$ cat config.mk
export PLATFORM = sky130hd
export DESIGN_NAME = graphic_box_unit
export DESIGN_NICKNAME = d
export VERILOG_FILES = /design/src/rtl/graphic_box_unit.sv
export SDC_FILE = /design/constraint.sdc
export NUM_CORES = 1
export LEC_CHECK = 0
export BUFFER_PORTS_ARGS = -buffer_cell sky130_fd_sc_hd__buf_2
export CAP_MARGIN = 15
export CORE_ASPECT_RATIO = 0.8
export CORE_MARGIN = 2
export CORE_UTILIZATION = 40
export CTS_BUF_LIST = sky130_fd_sc_hd__clkbuf_8
export CTS_CLUSTER_SIZE = 10
export DETAILED_ROUTE_END_ITERATION = 8
export GPL_ROUTABILITY_DRIVEN = 0
export PLACE_DENSITY_LB_ADDON = 0.08
export SLEW_MARGIN = 20
export SYNTH_ARGS = -nofsm -noshare
export SYNTH_HDL_FRONTEND = slang
export SYNTH_SLANG_ARGS = --single-unit
$ cat constraint.sdc
create_clock -name clk -period 8.2 [get_ports clk]
set_input_delay 1.64 -clock clk [delete_from_list [all_inputs] [get_ports clk]]
set_output_delay 1.64 -clock clk [all_outputs]
set_load 0.02 [all_outputs]
$ cat src/rtl/graphic_box_unit.sv
// Scanline box renderer: draws one line (dy) of a rectangle into the line
// buffer through the shared dx/wr/data write port, with fill, outline,
// transparent-outline and dashed modes, border thickness and ready stalls.
//
// state  | meaning
// -------+------------------------------------------------------------
// IDLE   | waiting for start; inputs latched when start is seen
// SETUP  | compute edge extents, clip to screen, decide draw or skip
// DRAW   | one pixel column per accepted cycle, px from x0 to clipped x_end
// DONE   | one-cycle done pulse, start ignored
module graphic_box_unit #(
    parameter int XW         = 12,
    parameter int CW         = 16,
    parameter int H_RES      = 320,
    parameter int DASH_SHIFT = 2
) (
    input  logic          clk,
    input  logic          reset,
    input  logic          start,
    input  logic [XW-1:0] dy,
    input  logic [XW-1:0] x0,
    input  logic [XW-1:0] y0,
    input  logic [XW-1:0] width,
    input  logic [XW-1:0] height,
    input  logic [1:0]    mode,
    input  logic [3:0]    border,
    input  logic [CW-1:0] fg_color,
    input  logic [CW-1:0] bg_color,
    input  logic          ready,
    output logic [XW-1:0] dx,
    output logic          wr,
    output logic [CW-1:0] data,
    output logic          busy,
    output logic          done,
    output logic [31:0]   cycles
);

    typedef enum logic [1:0] {
        S_IDLE  = 2'd0,
        S_SETUP = 2'd1,
        S_DRAW  = 2'd2,
        S_DONE  = 2'd3
    } state_t;

    localparam logic [XW:0] H_RES_V  = (XW+1)'(H_RES);
    localparam logic [XW:0] H_LAST_V = (XW+1)'(H_RES - 1);

    state_t        state_q, state_d;
    logic [XW-1:0] px_q, px_d;
    logic [XW-1:0] x0_q, x0_d;
    logic [XW-1:0] y0_q, y0_d;
    logic [XW-1:0] dy_q, dy_d;
    logic [XW-1:0] w_q, w_d;
    logic [XW-1:0] h_q, h_d;
    logic [1:0]    mode_q, mode_d;
    logic [3:0]    border_q, border_d;
    logic [CW-1:0] fg_q, fg_d;
    logic [CW-1:0] bg_q, bg_d;
    logic [XW:0]   xe_q, xe_d;     // unclipped right edge, used for edge test
    logic [XW-1:0] xc_q, xc_d;     // right edge clipped to the screen
    logic [XW:0]   ye_q, ye_d;
    logic [31:0]   cyc_q, cyc_d;

    logic [XW:0]   xe_calc, ye_calc;
    logic [XW-1:0] xc_calc;
    logic          skip;
    logic [XW:0]   b_ext, off_l, off_r, off_t, off_b;
    logic [3:0]    b_eff;
    logic          is_edge;
    logic          wr_o;
    logic [CW-1:0] data_o;

    // Geometry for SETUP: extents in XW+1 bits so x0+width cannot wrap.
    always_comb begin
        xe_calc = {1'b0, x0_q} + {1'b0, w_q} - 1'b1;
        ye_calc = {1'b0, y0_q} + {1'b0, h_q} - 1'b1;
        xc_calc = (xe_calc > H_LAST_V) ? H_LAST_V[XW-1:0] : xe_calc[XW-1:0];
        skip    = (w_q == '0) || (h_q == '0) || (dy_q < y0_q) ||
                  ({1'b0, dy_q} > ye_calc) || ({1'b0, x0_q} >= H_RES_V);
    end

    // Pixel decode from registered state; only drives the port in DRAW.
    always_comb begin
        b_eff   = (border_q == 4'd0) ? 4'd1 : border_q;
        b_ext   = {{(XW-3){1'b0}}, b_eff};
        off_l   = {1'b0, px_q} - {1'b0, x0_q};
        off_r   = xe_q - {1'b0, px_q};
        off_t   = {1'b0, dy_q} - {1'b0, y0_q};
        off_b   = ye_q - {1'b0, dy_q};
        is_edge = (off_l < b_ext) || (off_r < b_ext) ||
                  (off_t < b_ext) || (off_b < b_ext);
        wr_o    = 1'b0;
        data_o  = '0;
        if (state_q == S_DRAW) begin
            case (mode_q)
                2'd0: begin wr_o = 1'b1;    data_o = fg_q; end
                2'd1: begin wr_o = 1'b1;    data_o = is_edge ? fg_q : bg_q; end
                2'd2: begin wr_o = is_edge; data_o = fg_q; end
                default: begin
                    wr_o   = 1'b1;
                    data_o = off_l[DASH_SHIFT] ? bg_q : fg_q;
                end
            endcase
        end
    end

    // Next-state, input latch and column stepping.
    always_comb begin
        state_d  = state_q;
        px_d     = px_q;
        x0_d     = x0_q;
        y0_d     = y0_q;
        dy_d     = dy_q;
        w_d      = w_q;
        h_d      = h_q;
        mode_d   = mode_q;
        border_d = border_q;
        fg_d     = fg_q;
        bg_d     = bg_q;
        xe_d     = xe_q;
        xc_d     = xc_q;
        ye_d     = ye_q;
        cyc_d    = cyc_q + 32'd1;
        case (state_q)
            S_IDLE: begin
                if (start) begin
                    x0_d     = x0;
                    y0_d     = y0;
                    dy_d     = dy;
                    w_d      = width;
                    h_d      = height;
                    mode_d   = mode;
                    border_d = border;
                    fg_d     = fg_color;
                    bg_d     = bg_color;
                    state_d  = S_SETUP;
                end
            end
            S_SETUP: begin
                xe_d    = xe_calc;
                xc_d    = xc_calc;
                ye_d    = ye_calc;
                px_d    = x0_q;
                state_d = skip ? S_DONE : S_DRAW;
            end
            S_DRAW: begin
                if (!wr_o || ready) begin
                    if (px_q == xc_q) begin
                        state_d = S_DONE;
                    end else begin
                        px_d = px_q + 1'b1;
                    end
                end
            end
            default: state_d = S_IDLE;
        endcase
    end

    // State register with synchronous reset; reset aborts a scanline outright.
    always_ff @(posedge clk) begin
        if (reset) begin
            state_q  <= S_IDLE;
            px_q     <= '0;
            x0_q     <= '0;
            y0_q     <= '0;
            dy_q     <= '0;
            w_q      <= '0;
            h_q      <= '0;
            mode_q   <= '0;
            border_q <= '0;
            fg_q     <= '0;
            bg_q     <= '0;
            xe_q     <= '0;
            xc_q     <= '0;
            ye_q     <= '0;
            cyc_q    <= '0;
        end else begin
            state_q  <= state_d;
            px_q     <= px_d;
            x0_q     <= x0_d;
            y0_q     <= y0_d;
            dy_q     <= dy_d;
            w_q      <= w_d;
            h_q      <= h_d;
            mode_q   <= mode_d;
            border_q <= border_d;
            fg_q     <= fg_d;
            bg_q     <= bg_d;
            xe_q     <= xe_d;
            xc_q     <= xc_d;
            ye_q     <= ye_d;
            cyc_q    <= cyc_d;
        end
    end

    assign dx     = px_q;
    assign wr     = wr_o;
    assign data   = data_o;
    assign busy   = (state_q != S_IDLE);
    assign done   = (state_q == S_DONE);
    assign cycles = cyc_q;

endmodule
Word-level counts from Yosys, hierarchy flattened
Index checks and enable logic that the tools add are counted.

storage, ports and cells
  register bits after elaboration = 182
  latch bits = 0
  memory bits (writable) = 0
  bits in read-only memories = 0
  bits of input ports = 102
  output and inout port bits = 63
  logic and storage cells = 79
  memories = 0

cells by class
  add/sub/neg operators = 10
  multipliers = 0
  div/mod/pow operators = 0
  $lt $le $gt $ge = 8
  equality and inequality tests = 10
  shifts and indexed selects = 0
  mux-type cells = 16
  bitwise gates (word level) = 0
  reductions and logical operators = 20

operators with widths
  kind                     count
  $lt A13 B4 Y1            4
  $mux W16                 3
  $mux W12                 3
  $add A32 B1 Y32 const B  1
  $pmux W16 S2             1
  $add A12 B12 Y13         2
  $sub A12 B12 Y13         2
  $sub A13 B1 Y13 const B  2
  $sub A13 B12 Y13         2
  $logic_not A12 Y1        2
  $pmux W12 S2             1
  $gt A12 B13 Y1           1
  $gt A13 B9 Y1 const B    1
  $add A12 B1 Y12 const B  1
  $eq A12 B12 Y1           1
  $ge A12 B9 Y1 const B    1
  $lt A12 B12 Y1           1
  $logic_or A1 B1 Y1       8
  $eq A2 B2 Y1 const B     3
  $mux W2                  3
  $pmux W2 S3              1
  $reduce_and A3 Y1        2
  $eq A2 B1 Y1 const B     2
  $logic_not A2 Y1         2
  other kinds (9)          14

Logic depth before layout (Yosys ltp)
  depth in word-level cells = 12
  depth in mapped cells = 22

Least setup slack after synthesis
No wires, ideal clock.

  path type = flip-flop to output port
  start point = register px_q[0], in the netlist dx[0]
  end point = output port data[15]
  arrival time = 4.508 ns
  setup slack = 2.052 ns
  cell stages (with the launch flop) = 15
  buffers on the path = 2
  path through = dfxtp_1 > inv_1 > ha_1 > fa_1 > xnor2_1 > clkbuf_1 > ha_1 > a21o_1 > a211oi_1 > nand4_1 > a2111oi_1 > a2111o_1 > buf_6 > mux2i_1 > a2111oi_2

between the ends
  longest elaborated chain between the ends = 8

ends and longest elaborated chain
  what                                                  RTL line  RTL
  from (decl)                                           49        logic [XW-1:0] px_q, px_d;
  from (signal assigned)                                179       px_q <= px_d;
  $sub A13 B12 Y13 or $sub A12 B12 Y13 (tied branches)  87, 86
  $lt A13 B4 Y1                                         90        is_edge = (off_l < b_ext) || (off_r < b_ext) ||
  $logic_or A1 B1 Y1 (2 in series)                      90
  $logic_or A1 B1 Y1                                    91        (off_t < b_ext) || (off_b < b_ext);
  $mux W16                                              97        2'd1: begin wr_o = 1'b1; data_o = is_edge ? fg_q : bg_q; end
  $pmux W16 S2 *                                        95        case (mode_q)
  $mux W16 *                                            94        if (state_q == S_DRAW) begin
  to (decl)                                             32        output logic [CW-1:0] data,

Mark *: on every way between the ends. The rest lies on a longest branch, timed or not.

Worst setup path after layout
Same ends and word-level chain as after synthesis.

==> metrics.yaml <==
run_status:
  status: "complete, no violations"
detailed_routing:
  avgViaCountPerCell: 5.38
  drt_wl_total_mm: 38.2
  via_count: 11900
  wl_per_cell_um: 17.2
  drc: 0
  dr.pass1.iters: 5
  ant_nets: 0
  drtIter0Drc: 803
global_routing:
  grt_usage_pct: 23.4
  grt_antenna_before_repair: 0
  grt-ovfl-total: 0
  grt_pass1_wl_mm: 60.1
  grt_pass1_vias: 11100
  grt_max_degree: 99
timing:
  rsz0062_at_grt: "false"
  setup_tns_ns: 0
  worst_slack_ns: 1.25
  finalHoldViolCount: 0
  fmax_ghz: 0.144
  drv_slew: 0
  worst_slew_margin_rel_pct: 28.2
  finalSetupViolCount: 0
  fin_crit_sh_pct: 84.8
  fin_crit_ns: 6.95
  holdWs_ns: 0.460
  worst_pin_slew_ns: 1.08
  fin_skew_ns: 0.0205
synthesis:
  yosys_most_used_dff: "dfxtp_1"
  synth_top_cell_by_area: "dfxtp_1"
  syn_area_um2: 12400
  syn_nets: 1901
  synth_common_cells: "nand2_1, dfxtp_1, inv_1"
  synth_largest_type_area_fraction_pct: 29.3
  synth_cell_type_count: 67
  synth-seq-cells: 182
  synthCells: 1669
  synth-seq-area-share_pct: 29.3
  synth_edf_count: 0
  synthTopCellsByArea: "dfxtp_1, ha_1, nand2_1"
  avgSynthCellArea_um2: 7.46
  synth.most_common_cell: "nand2_1"
  ys_warn_count: 0
  synthArstFlopShare_pct: 0
layout:
  drive_gt1_share_pct: 12.9
  finalNetCount: 2024
  diodes: 0
  area.growth.synth_to_final_pct: 12.7
  post-route-util_pct: 45.9
  fill_cells: 3210
worst_setup_path:
  cp-start-kind: "flop"
  crit_type: "flop to primary output"
  critical_path_arrival_ns: 5.31
  path_common_cell: "ha_1"
  worst-path-max-fanout: 19
  slowest_stage: "a2111o_1"
  end_kind: "primary output"
  crit_chain: "inv_1 > ha_1 > fa_1 > xnor2_1 > buf_4 > ha_1 > a21o_1 > a211oi_1 > nand4_1 > a2111oi_1 > a2111o_1 > mux2i_1 > a2111oi_2 > buf_2"
  required_ns: 6.56
  cpPeakStageDelay_ns: 0.79
clock_network:
  cts_tree: "done"
  numCtsBuffers: 17
  clk_pin_slew_ns: 0.10
  clockBufferDepth: 2
  h-tree-depth: 4
  clk_latency_ns: 0.51
  cts_resized: 0
  post_cts_buffers: 0
  clockRootBuffer: "clkbuf_8"
  cts.sinks: 182
  holdBufCountCts: 0
die:
  die_w_um: 201
  top_level_ports: 165
  core-area_um2: 30500
  rows: 57
  die_h_um: 162
  initial_utilization_pct: 40.8
  dieArea_um2: 32500
power_and_ir_drop:
  leakage_nw: 6.14
  ir_drop_mv: 0.124
  power_density_nw_per_um2: 345
  power_mw: 4.84
worst_hold_path:
  hold_path_class: "flop to flop"
place:
  io_buffers: 164
  dp_slack_ns: 1.81
  hpwl_mm: 28.4
job:
  drv_cap: 0
-- layer usage --
metal / vias up / GRT usage, % / wire [um] / part of all wire (%)
li1: 6011 / - / - / -
met1: 5598 / 32.0 / 18300 / 48
met2: 292 / 38.5 / 17600 / 46
met3: 26 / 4.43 / 1930 / 5.1
met4: 0 / 4.65 / 409 / 1.1
met5: - / 0 / 0 / 0
-- layout make-up --
cell class | count | area (um^2) | share of cell area, %
multi-input combinational | 1247 | 7910 | 56.4
sequential | 182 | 3640 | 26.0
clock buffer | 18 | 248 | 1.77
tap | 413 | 517 | 3.68
timing repair buffer | 176 | 917 | 6.54
clock inverter | 14 | 160 | 1.14
inverter | 168 | 631 | 4.50
-- worst max-delay path: cells and delay by family, from the launching register on --
| kind | cells | cell delay [ns] |
|---|---|---|
| AOI/OAI and AO/OA | 5 | 2.29 |
| muxes | 1 | 0.19 |
| adders and majority gates | 3 | 0.94 |
| and+or+nand+nor | 1 | 0.14 |
| buffers and inverters | 3 | 0.62 |
| DFF | 1 | 0.47 |
| xor gates and xnor gates | 1 | 0.16 |
-- power by group --
group	switching [mW]	internal (mW)	leakage [nW]	total [mW]
sequential	0.158	1.05	1.49	1.20
clock	0.383	0.264	0.208	0.647
combinational	1.77	1.21	4.44	2.99
-- placed cells by master (no fill, tap or decap), types with 5 or more instances in the layout --
| cell | n |
|---|---|
| o2111ai_1 | 10 |
| o211ai_1 | 19 |
| nand2b_1 | 13 |
| and2_1 | 6 |
| buf_4 | 12 |
| xnor2_1 | 27 |
| o21ai_0 | 54 |
| inv_1 | 168 |
| and3_1 | 20 |
| a31oi_1 | 40 |
| ha_1 | 124 |
| and4_1 | 5 |
| nor3_1 | 28 |
| a21oi_1 | 164 |
| nor2_1 | 99 |
| nand4_1 | 22 |
| a21o_1 | 21 |
| nor4_1 | 10 |
| nand3_1 | 29 |
| nor2b_1 | 27 |
| nor3b_1 | 6 |
| xor2_1 | 43 |
| o21bai_1 | 5 |
| clkbuf_8 | 18 |
| o21a_1 | 9 |
| or3_1 | 12 |
| o2bb2ai_1 | 9 |
| nand2_1 | 312 |
| buf_2 | 163 |
| a211oi_1 | 21 |
| fa_1 | 6 |
| dfxtp_1 | 182 |
| mux2i_1 | 16 |
| o22ai_1 | 16 |
| a2111oi_0 | 6 |
-- worst paths after layout --
| kind | cells past startpoint | start | to | slack (ns) |
|---|---|---|---|---|
| setup / recovery | 14 | dx[0]$_SDFFE_PP0P_ | data[15] | 1.25 |
| hold / removal | 2 | x0_q[2]$_SDFFE_PP0P_ | x0_q[2]$_SDFFE_PP0P_ | 0.46 |
| setup reg to reg | 13 | dx[0]$_SDFFE_PP0P_ | state_q[1]$_SDFFE_PP0P_ | 3.37 |
| hold reg to reg | 2 | x0_q[2]$_SDFFE_PP0P_ | x0_q[2]$_SDFFE_PP0P_ | 0.46 |
-- flip-flops by register name (all words and copies together), names as in the netlist --
name and flops:
bg_q 16, dx 12, y0_q 12, xe_q 13, state_q 2, cycles 32, xc_q 12, x0_q 12
fg_q 16, mode_q 2, dy_q 12, border_q 4, h_q 12, w_q 12, ye_q 13
-- kinds of logic after synthesis --
family,Yosys count,synth area share (%)
AND/OR/NAND/NOR,610,22.3
AO/OA/AOI/OAI,419,21.2
buffers and inverters,240,7.31
flip-flops,182,29.3
adder cells (fa/ha/maj),130,13.4
XOR/XNOR,70,4.93
multiplexers,18,1.50
-- stage by stage --
| stage | cells | cell area, um^2 |
|---|---|---|
| after floorplan | 1669 | 12400 |
| after global placement | 2186 | 13600 |
| after detailed placement | 2186 | 13600 |
| after CTS | 2218 | 14000 |
| after global routing | 2218 | 14000 |
| final | 2218 | 14000 |
Note: power is estimated with default switching activity, not from simulation.
